File: src/rtl/regfile_dump_reader_pkg.sv
// Shared definitions for the register-file dump reader.
// Holds the FSM state encoding, the checksum beat index and the default
// geometry, which matches the register file this block reads.
package regfile_dump_reader_pkg;

  localparam int DEF_DATA_WIDTH = 32;
  localparam int DEF_ADDR_WIDTH = 5;
  localparam int DEF_REG_COUNT  = 32;

  // Index carried by the trailing checksum beat (all ones)
  localparam logic [DEF_ADDR_WIDTH-1:0] DUMP_CSUM_ADDR = '1;

  typedef enum logic [2:0] {
    ST_IDLE = 3'd0,
    ST_READ = 3'd1,
    ST_SEND = 3'd2,
    ST_DONE = 3'd3,
    ST_CSUM = 3'd4
  } dump_state_t;

endpackage

File: src/rtl/regfile_dump_csum.sv
// XOR accumulator over the words captured during one dump.
// clr has priority over en; both are synchronous, rst is asynchronous.
module regfile_dump_csum #(
  parameter int DATA_WIDTH = 32
) (
  input  logic                  CLK,
  input  logic                  rst,
  input  logic                  clr,
  input  logic                  en,
  input  logic [DATA_WIDTH-1:0] din,
  output logic [DATA_WIDTH-1:0] csum
);

  // Running XOR of every word presented with en
  always_ff @(posedge CLK or posedge rst) begin
    if (rst) begin
      csum <= '0;
    end else if (clr) begin
      csum <= '0;
    end else if (en) begin
      csum <= csum ^ din;
    end
  end

endmodule

File: src/rtl/regfile_dump_reader.sv
// Register-file dump reader: on a start pulse walks x0..x(REG_COUNT-1)
// through a dedicated read port and streams (index, value) beats.
// Optional feature macro: REGFILE_DUMP_CHECKSUM_EN appends one extra beat
// (index all-ones, data = XOR of all captured words) as the last beat.
//
// Stream handshake: a beat transfers on a rising CLK edge where
// m_valid && m_ready. Once m_valid is high, m_addr/m_data/m_last stay
// stable and m_valid stays high until that transfer (only rst can drop it).
// m_ready may toggle freely and is ignored while m_valid is low.
//
// dbg_state exposes the FSM state for checkers and trace.
import regfile_dump_reader_pkg::*;

module regfile_dump_reader #(
  parameter int DATA_WIDTH = DEF_DATA_WIDTH,
  parameter int ADDR_WIDTH = DEF_ADDR_WIDTH,
  parameter int REG_COUNT  = DEF_REG_COUNT
) (
  input  logic                  CLK,
  input  logic                  rst,
  input  logic                  start,
  output logic                  busy,
  output logic                  done,
  output logic [ADDR_WIDTH-1:0] rd_addr,
  input  logic [DATA_WIDTH-1:0] rd_data,
  output logic                  m_valid,
  input  logic                  m_ready,
  output logic [ADDR_WIDTH-1:0] m_addr,
  output logic [DATA_WIDTH-1:0] m_data,
  output logic                  m_last,
  output logic [2:0]            dbg_state
);

  localparam logic [ADDR_WIDTH-1:0] LAST_IDX = ADDR_WIDTH'(REG_COUNT - 1);

  dump_state_t           state, state_nxt;
  logic [ADDR_WIDTH-1:0] idx, idx_nxt;
  logic                  m_valid_nxt, m_last_nxt;
  logic [ADDR_WIDTH-1:0] m_addr_nxt;
  logic [DATA_WIDTH-1:0] m_data_nxt;

`ifdef REGFILE_DUMP_CHECKSUM_EN
  logic                  csum_clr, csum_en;
  logic [DATA_WIDTH-1:0] csum_val;

  regfile_dump_csum #(
    .DATA_WIDTH (DATA_WIDTH)
  ) u_csum (
    .CLK  (CLK),
    .rst  (rst),
    .clr  (csum_clr),
    .en   (csum_en),
    .din  (rd_data),
    .csum (csum_val)
  );
`endif

  // The read port always points at the current walk index
  assign rd_addr   = idx;
  assign busy      = (state != ST_IDLE) && (state != ST_DONE);
  assign done      = (state == ST_DONE);
  assign dbg_state = state;

  // State, index and registered stream outputs
  always_ff @(posedge CLK or posedge rst) begin
    if (rst) begin
      state   <= ST_IDLE;
      idx     <= '0;
      m_valid <= 1'b0;
      m_last  <= 1'b0;
      m_addr  <= '0;
      m_data  <= '0;
    end else begin
      state   <= state_nxt;
      idx     <= idx_nxt;
      m_valid <= m_valid_nxt;
      m_last  <= m_last_nxt;
      m_addr  <= m_addr_nxt;
      m_data  <= m_data_nxt;
    end
  end

  // Next-state and next-output decode; everything holds by default
  always_comb begin
    state_nxt   = state;
    idx_nxt     = idx;
    m_valid_nxt = m_valid;
    m_last_nxt  = m_last;
    m_addr_nxt  = m_addr;
    m_data_nxt  = m_data;
`ifdef REGFILE_DUMP_CHECKSUM_EN
    csum_clr    = 1'b0;
    csum_en     = 1'b0;
`endif
    case (state)
      ST_IDLE: begin
        if (start) begin
          idx_nxt   = '0;
          state_nxt = ST_READ;
`ifdef REGFILE_DUMP_CHECKSUM_EN
          csum_clr  = 1'b1;
`endif
        end
      end
      ST_READ: begin
        // Snapshot point: the register value is sampled in this cycle
        m_valid_nxt = 1'b1;
        m_addr_nxt  = idx;
        m_data_nxt  = rd_data;
`ifdef REGFILE_DUMP_CHECKSUM_EN
        m_last_nxt  = 1'b0;
        csum_en     = 1'b1;
`else
        m_last_nxt  = (idx == LAST_IDX);
`endif
        state_nxt   = ST_SEND;
      end
      ST_SEND: begin
        if (m_valid && m_ready) begin
          m_valid_nxt = 1'b0;
          if (m_last) begin
            state_nxt = ST_DONE;
`ifdef REGFILE_DUMP_CHECKSUM_EN
          end else if (idx == LAST_IDX) begin
            // Terminal index reached: idx is never incremented past it
            state_nxt = ST_CSUM;
`endif
          end else begin
            idx_nxt   = idx + 1'b1;
            state_nxt = ST_READ;
          end
        end
      end
`ifdef REGFILE_DUMP_CHECKSUM_EN
      ST_CSUM: begin
        m_valid_nxt = 1'b1;
        m_addr_nxt  = '1;
        m_data_nxt  = csum_val;
        m_last_nxt  = 1'b1;
        state_nxt   = ST_SEND;
      end
`endif
      ST_DONE: begin
        idx_nxt    = '0;
        m_last_nxt = 1'b0;
        state_nxt  = ST_IDLE;
      end
      default: begin
        state_nxt = ST_IDLE;
      end
    endcase
  end

endmodule

File: config.mk
export PLATFORM = sky130hd
export DESIGN_NAME = regfile_dump_reader
export DESIGN_NICKNAME = d
export VERILOG_FILES = /design/src/rtl/regfile_dump_reader_pkg.sv /design/src/rtl/regfile_dump_csum.sv /design/src/rtl/regfile_dump_reader.sv
export SDC_FILE = /design/constraint.sdc
export NUM_CORES = 1
export LEC_CHECK = 0
export ABC_AREA = 1
export CAP_MARGIN = 30
export CORE_MARGIN = 2
export CORE_UTILIZATION = 40
export CTS_BUF_LIST = sky130_fd_sc_hd__clkbuf_2
export CTS_CLUSTER_SIZE = 24
export DETAILED_ROUTE_END_ITERATION = 6
export PLACE_DENSITY = 0.76
export REMOVE_ABC_BUFFERS = 1
export SYNTH_ARGS = -nofsm -noshare
export SYNTH_HDL_FRONTEND = slang
export SYNTH_SLANG_ARGS = --single-unit
File: constraint.sdc
create_clock -name CLK -period 1.88 [get_ports CLK]
set_input_delay 0.376 -clock CLK [delete_from_list [all_inputs] [get_ports CLK]]
set_output_delay 0.376 -clock CLK [all_outputs]
set_load 0.005 [all_outputs]
* Yosys cells after proc, flatten, opt, wreduce, memory -nomap -nowiden
Index checks and enable logic that the tools add are counted.
** Storage, ports and cells
- Register bits :: 47
- Output and inout bits :: 49
** Operators by class
- $add $sub $neg :: 1
- Equal/unequal tests :: 8
- Multiplexer cells :: 11
- Reductions and logical operators :: 10
** Operators by type and width (number)
- $mux W5 :: 3
- $pmux W5 S3 :: 1
- $pmux W3 S3 :: 1
- $eq A3 B2 Y1 const B :: 2
- $mux W3 :: 2
- $ne A2 B2 Y1 const B :: 3
- $reduce_bool A3 Y1 :: 2
- $add A5 B1 Y5 const B :: 1
- $eq A5 B5 Y1 const B :: 1
- $pmux W1 S2 :: 2
- $reduce_and A2 Y1 :: 2
- $reduce_and A4 Y1 :: 1
- $reduce_bool A2 Y1 :: 2
- $eq A3 B1 Y1 const B :: 1
- $logic_not A3 Y1 :: 1
- $ne A3 B2 Y1 const B :: 1
- $logic_and A1 B1 Y1 :: 2
- $mux W2 :: 1
- $mux W1 :: 1

* Depth between registers and ports, before layout
- Depth in word-level cells :: 4
- Gate-level depth with buffers :: 9

* Least setup slack after synthesis
No wires, ideal clock.
- Path kind :: reg2reg
- Start point :: register state[0] (netlist: dbg_state[0])
- End point :: register idx[3] (netlist: rd_addr[3])
- Setup time :: 0.123 ns
- Data arrival time :: 1.205 ns
- Slack :: 0.552 ns
- Cell stages (with the launch flop) :: 9
- Path buffers :: 0
- Period minus slack after synthesis :: 1.328 ns
- Path through :: dfrtp_1 inv_1 ha_1 inv_1 nand2_2 nand2_4 nand3_4 nand2_1 o21ai_1
** On the way
- Cells in the longest elaborated chain, start to end :: 3
- Elaborated cells on any way between the ends :: 9
- Classes of those cells :: 5 x eq/ne; 1 x mux; 3 x reduce/logical
** RTL lines
- from (decl) :: RTL line regfile_dump_reader.sv:36 : dump_state_t state, state_nxt;
- from (signal assigned) :: RTL line regfile_dump_reader.sv:74 : state <= state_nxt;
- $eq A3 B2 Y1 / $logic_not A3 Y1 (equally long branches) :: RTL line regfile_dump_reader.sv:95 : case (state)
- $ne A2 B2 Y1 (no line) / $reduce_bool A3 Y1 (equally long branches)
- $reduce_and A4 Y1 (no line)
- to (signal assigned) :: RTL line regfile_dump_reader.sv:75 : idx <= idx_nxt;
- to (decl) :: RTL line regfile_dump_reader.sv:37 : logic [ADDR_WIDTH-1:0] idx, idx_nxt;
Several ways; a longest one is shown, not always the timed one.
A chain may end at the register's enable or synchronous reset.

* Final worst setup path
- Start point :: register state[0] (netlist: dbg_state[0])
- End point :: output busy
** On the way
- Cells in the longest elaborated chain, start to end :: 2
- Elaborated cells on any way between the ends :: 3
- Classes of those cells :: 1 x eq/ne; 2 x reduce/logical
** RTL lines
- $ne A3 B2 Y1 / $reduce_bool A3 Y1 (equally long branches) :: RTL line regfile_dump_reader.sv:60 : assign busy = (state != ST_IDLE) && (state != ST_DONE);
- $logic_and A1 B1 Y1 (*) :: RTL line regfile_dump_reader.sv:60
- to (decl) :: RTL line regfile_dump_reader.sv:22 : output logic busy,
Mark *: on every way between the ends. The rest lies on a longest branch, timed or not.

==> run_results.csv <==
group,metric,value,unit
grt,grt_usage,0.1684,
placement,pre_cts_ws,200.5,ps
power_and_ir_drop,sw_frac_of_total,0.3748,
power_and_ir_drop,clkPwrFrac,0.089,
power_and_ir_drop,power_switching,1614,uW
critical_path,crit_start,"dbg_state[0]",
clock_network,cts_buffers,5,
power_and_ir_drop,p_leak,0.001475,uW
grt,grt_pass1_vias,1591,
placement,place.gp.congestion,0.7905,
clock_network,htreeDepth,2,
timing,fin_crit_sh,0.9361,
timing,timing.final.ws_setup,120.2,ps
critical_path,cp_max_fo,6,
timing,hold_viol_final,0,
routing,wirelength_met1,2.118,mm
critical_path,reg2reg_to,"rd_addr[0]",
layout,diodes,0,
clock_network,ctsRootBufferMaster,"clkbuf_2",
routing,dr_wl_met3,242,um
synthesis,synth.distinct_cells,20,
layout,area_growth_syn_to_layout,48.52,%
layout,layout-drive-gt1-share,0.09554,
synthesis,synthTopCellsByArea,"dfrtp_1 58%, nand2_1 23%, ha_1 4.4%",
grt,grt_max_degree,47,
critical_path,reg2reg_slack,320,ps
synthesis,syn_avg_cell_area,8.819,um2
critical_path,startpoint_type,"register",
layout,nets,356,
power_and_ir_drop,intPower,2692,uW
timing,slew_viol_final,0,
clock_network,cts.sinks,46,
critical_path,endpoint,"busy",
placement,numPortBuffers,83,
critical_path,required,1500,ps
critical_path,worstSetupPathDepth,4,
floorplan,core_area,0.004755,mm2
clock_network,clk_path_buf_depth,2,
clock_network,postCtsHoldBufs,0,
placement,hpwl,3.104,mm
grt,grt_overflow,0,
power_and_ir_drop,p_seq_frac,0.379,
synthesis,syn-instance-count,226,
clock_network,cts_tree,"built",
routing,wl_met2,2.041,mm
critical_path,path_cells,"buf_4, inv_4, ha_1, buf_2",
floorplan,initial_core_util,0.4192,
critical_path,path_buf_inv,3,
floorplan,row_count,25,
critical_path,r2r_cells,8,
critical_path,cpLargestDelayFamily,"flip-flops",
routing,ant_nets,0,
timing,clock_skew,10.29,ps
critical_path,cp-end-kind,"output pin",
power_and_ir_drop,ir_worst_vdd,1130,uV
critical_path,max_stage_delay,430,ps
power_and_ir_drop,combPwrFrac,0.532,
routing,remaining_drc_errors,0,
clock_network,clkTransAtPathRegs,210,ps
synthesis,yosysTopAreaCellShare,0.5775,
synthesis,synth_seq_area_share,0.5775,
floorplan,die_h,74.59,um
routing,wire_per_inst,11.69,um
grt,grt_antenna_before_repair,0,
synthesis,yosys_warnings,0,
routing,drt_iter0_drc,90,
hold_path,hp-class,"input port to asynchronous set/reset pin",
routing,wl,4.454,mm
timing,period_needed,1760,ps
run_status,status,"finished clean",
routing,dr.pass1.iters,3,
critical_path,r2r-start,"dbg_state[0]",
timing,tns,0,ps
critical_path,path_class,"register to output pin",
floorplan,dieArea,0.005564,mm2
layout,final_core_util,0.6226,
critical_path,crit_arrival,1380,ps
synthesis,syn-cell-area,0.001993,mm2
run,maxCapViolCount,0,
clock_network,clock_latency,380,ps
placement,postPlaceCellArea,0.002878,mm2
floorplan,io_pins,85,
timing,setup_violations,0,
timing,fmax,568.2,MHz
critical_path,slowest_stage,"dfrtp_1",
synthesis,synth-seq-cells,46,
routing,top_layer,"met4",
layout,design_area,0.002960,mm2
routing,viasPerCell,4.436,
routing,vias,1690,
power_and_ir_drop,powerDensity,1454,mW/mm2
synthesis,synth_top_area_cell,"dfrtp_1",
grt,grt_pass1_wl,7.162,mm
floorplan,die_w,74.59,um
kinds of logic after synthesis:
kind of cell               after synthesis  share of synthesized area
other                                    1                   0.001881
DFF                                     46                     0.5775
AOI/OAI and AO/OA                       13                    0.03640
and+or+nand+nor                        138                     0.2819
buffers and inverters                   21                    0.05838
adders and majority gates                7                    0.04394
final cells by class:
| type | count | area (um2) |
|---|---|---|
| Sequential cell | 46 | 1155 |
| Multi-Input combinational cell | 159 | 738.2 |
| Fill cell | 428 | 1794 |
| Clock inverter | 2 | 8.758 |
| Timing Repair Buffer | 90 | 898.4 |
| Clock buffer | 6 | 30.03 |
| Tap cell | 67 | 83.83 |
| Inverter | 11 | 46.29 |
metal layers:
| layer | vias to the layer above | track usage |
|---|---|---|
| li1 | 860 | - |
| met1 | 773 | 0.2117 |
| met2 | 51 | 0.2881 |
| met3 | 6 | 0.04336 |
| met4 | 0 | 0.04762 |
| met5 | - | 0 |
cells in the mapped netlist:
cell type  instances
a211oi_2           1
buf_2              4
buf_4              4
buf_6              2
conb_1             1
dfrtp_1           46
ha_1               7
inv_1              8
inv_2              2
inv_4              1
nand2_1          123
nand2_2            2
nand2_4            2
nand3_1            4
nand3_4            1
nand4_1            1
nor2_1             4
o21ai_0            1
o21ai_1           11
or2_1              1
stage by stage:
step / power [uW] / hold slack, ps / std cells
after floorplan: 2682 / 465.4 / 216
after global placement: 3878 / 453.4 / 370
after detailed placement: 3939 / 457.0 / 370
after CTS: 4369 / 272.8 / 381
after global routing: 4715 / 264.3 / 381
final: 4305 / 292.6 / 381
worst register-to-register path: stages, from the launching register on:
cell and delay [ps]:
dfrtp_1 430, buf_4 140, inv_4 70, ha_1 410, nand2_4 90, nand2_4 80
nand3_4 110, nand2_1 90, o21ai_1 60
worst min path at each step:
stage	startpoint	to	slack, ps	depth (start not counted)
CTS	rst	m_data[26]	270	3
floorplan	m_addr[1]	m_addr[1]	470	2
global placement	m_data[29]	m_data[29]	450	2
finish	rst	m_data[16]	290	3
global route	rst	m_data[16]	260	3
detailed placement	m_data[7]	m_data[7]	460	2
cell usage in the layout, fill, tap and decap left out:
cell type,count
ha_1,6
inv_2,3
buf_6,1
conb_1,1
clkinv_1,1
or2_1,1
dlymetal6s2s_1,2
nand2_1,123
nand2_2,2
o21ai_1,11
buf_2,1
dlygate4sd2_1,1
nand4_1,1
ha_4,1
nand3_4,1
buf_4,5
o21ai_0,1
clkinv_2,1
nor2_1,4
nand3_1,4
clkbuf_2,6
inv_4,2
inv_1,6
nand2_4,2
a211oi_2,1
dfrtp_1,43
dfrtp_2,3
clkdlybuf4s50_1,79
buf_12,1
what timing repair did:
| item | in CTS | in global routing |
|---|---|---|
| gates resized for setup | 9 | 6 |
| buffers inserted | 3 | 0 |
| setup endpoints to repair | 2 | 5 |
sequential cells by signal, indices dropped and copies added, names as in the netlist:
signal	flops
dbg_state	2
m_addr	5
m_data	32
m_last	1
m_valid	1
rd_addr	5
power by group through the flow:
stage          clock network, uW  logic (uW)  registers, uW
3_5_place_dp                   0        2280           1660
4_1_cts                      411        2330           1630
3_3_place_gp                   0        2230           1640
5_1_grt                      456        2570           1690
6_report                     384        2290           1630
2_1_floorplan                  0         995           1690
Note: power is estimated with default switching activity, not from simulation.
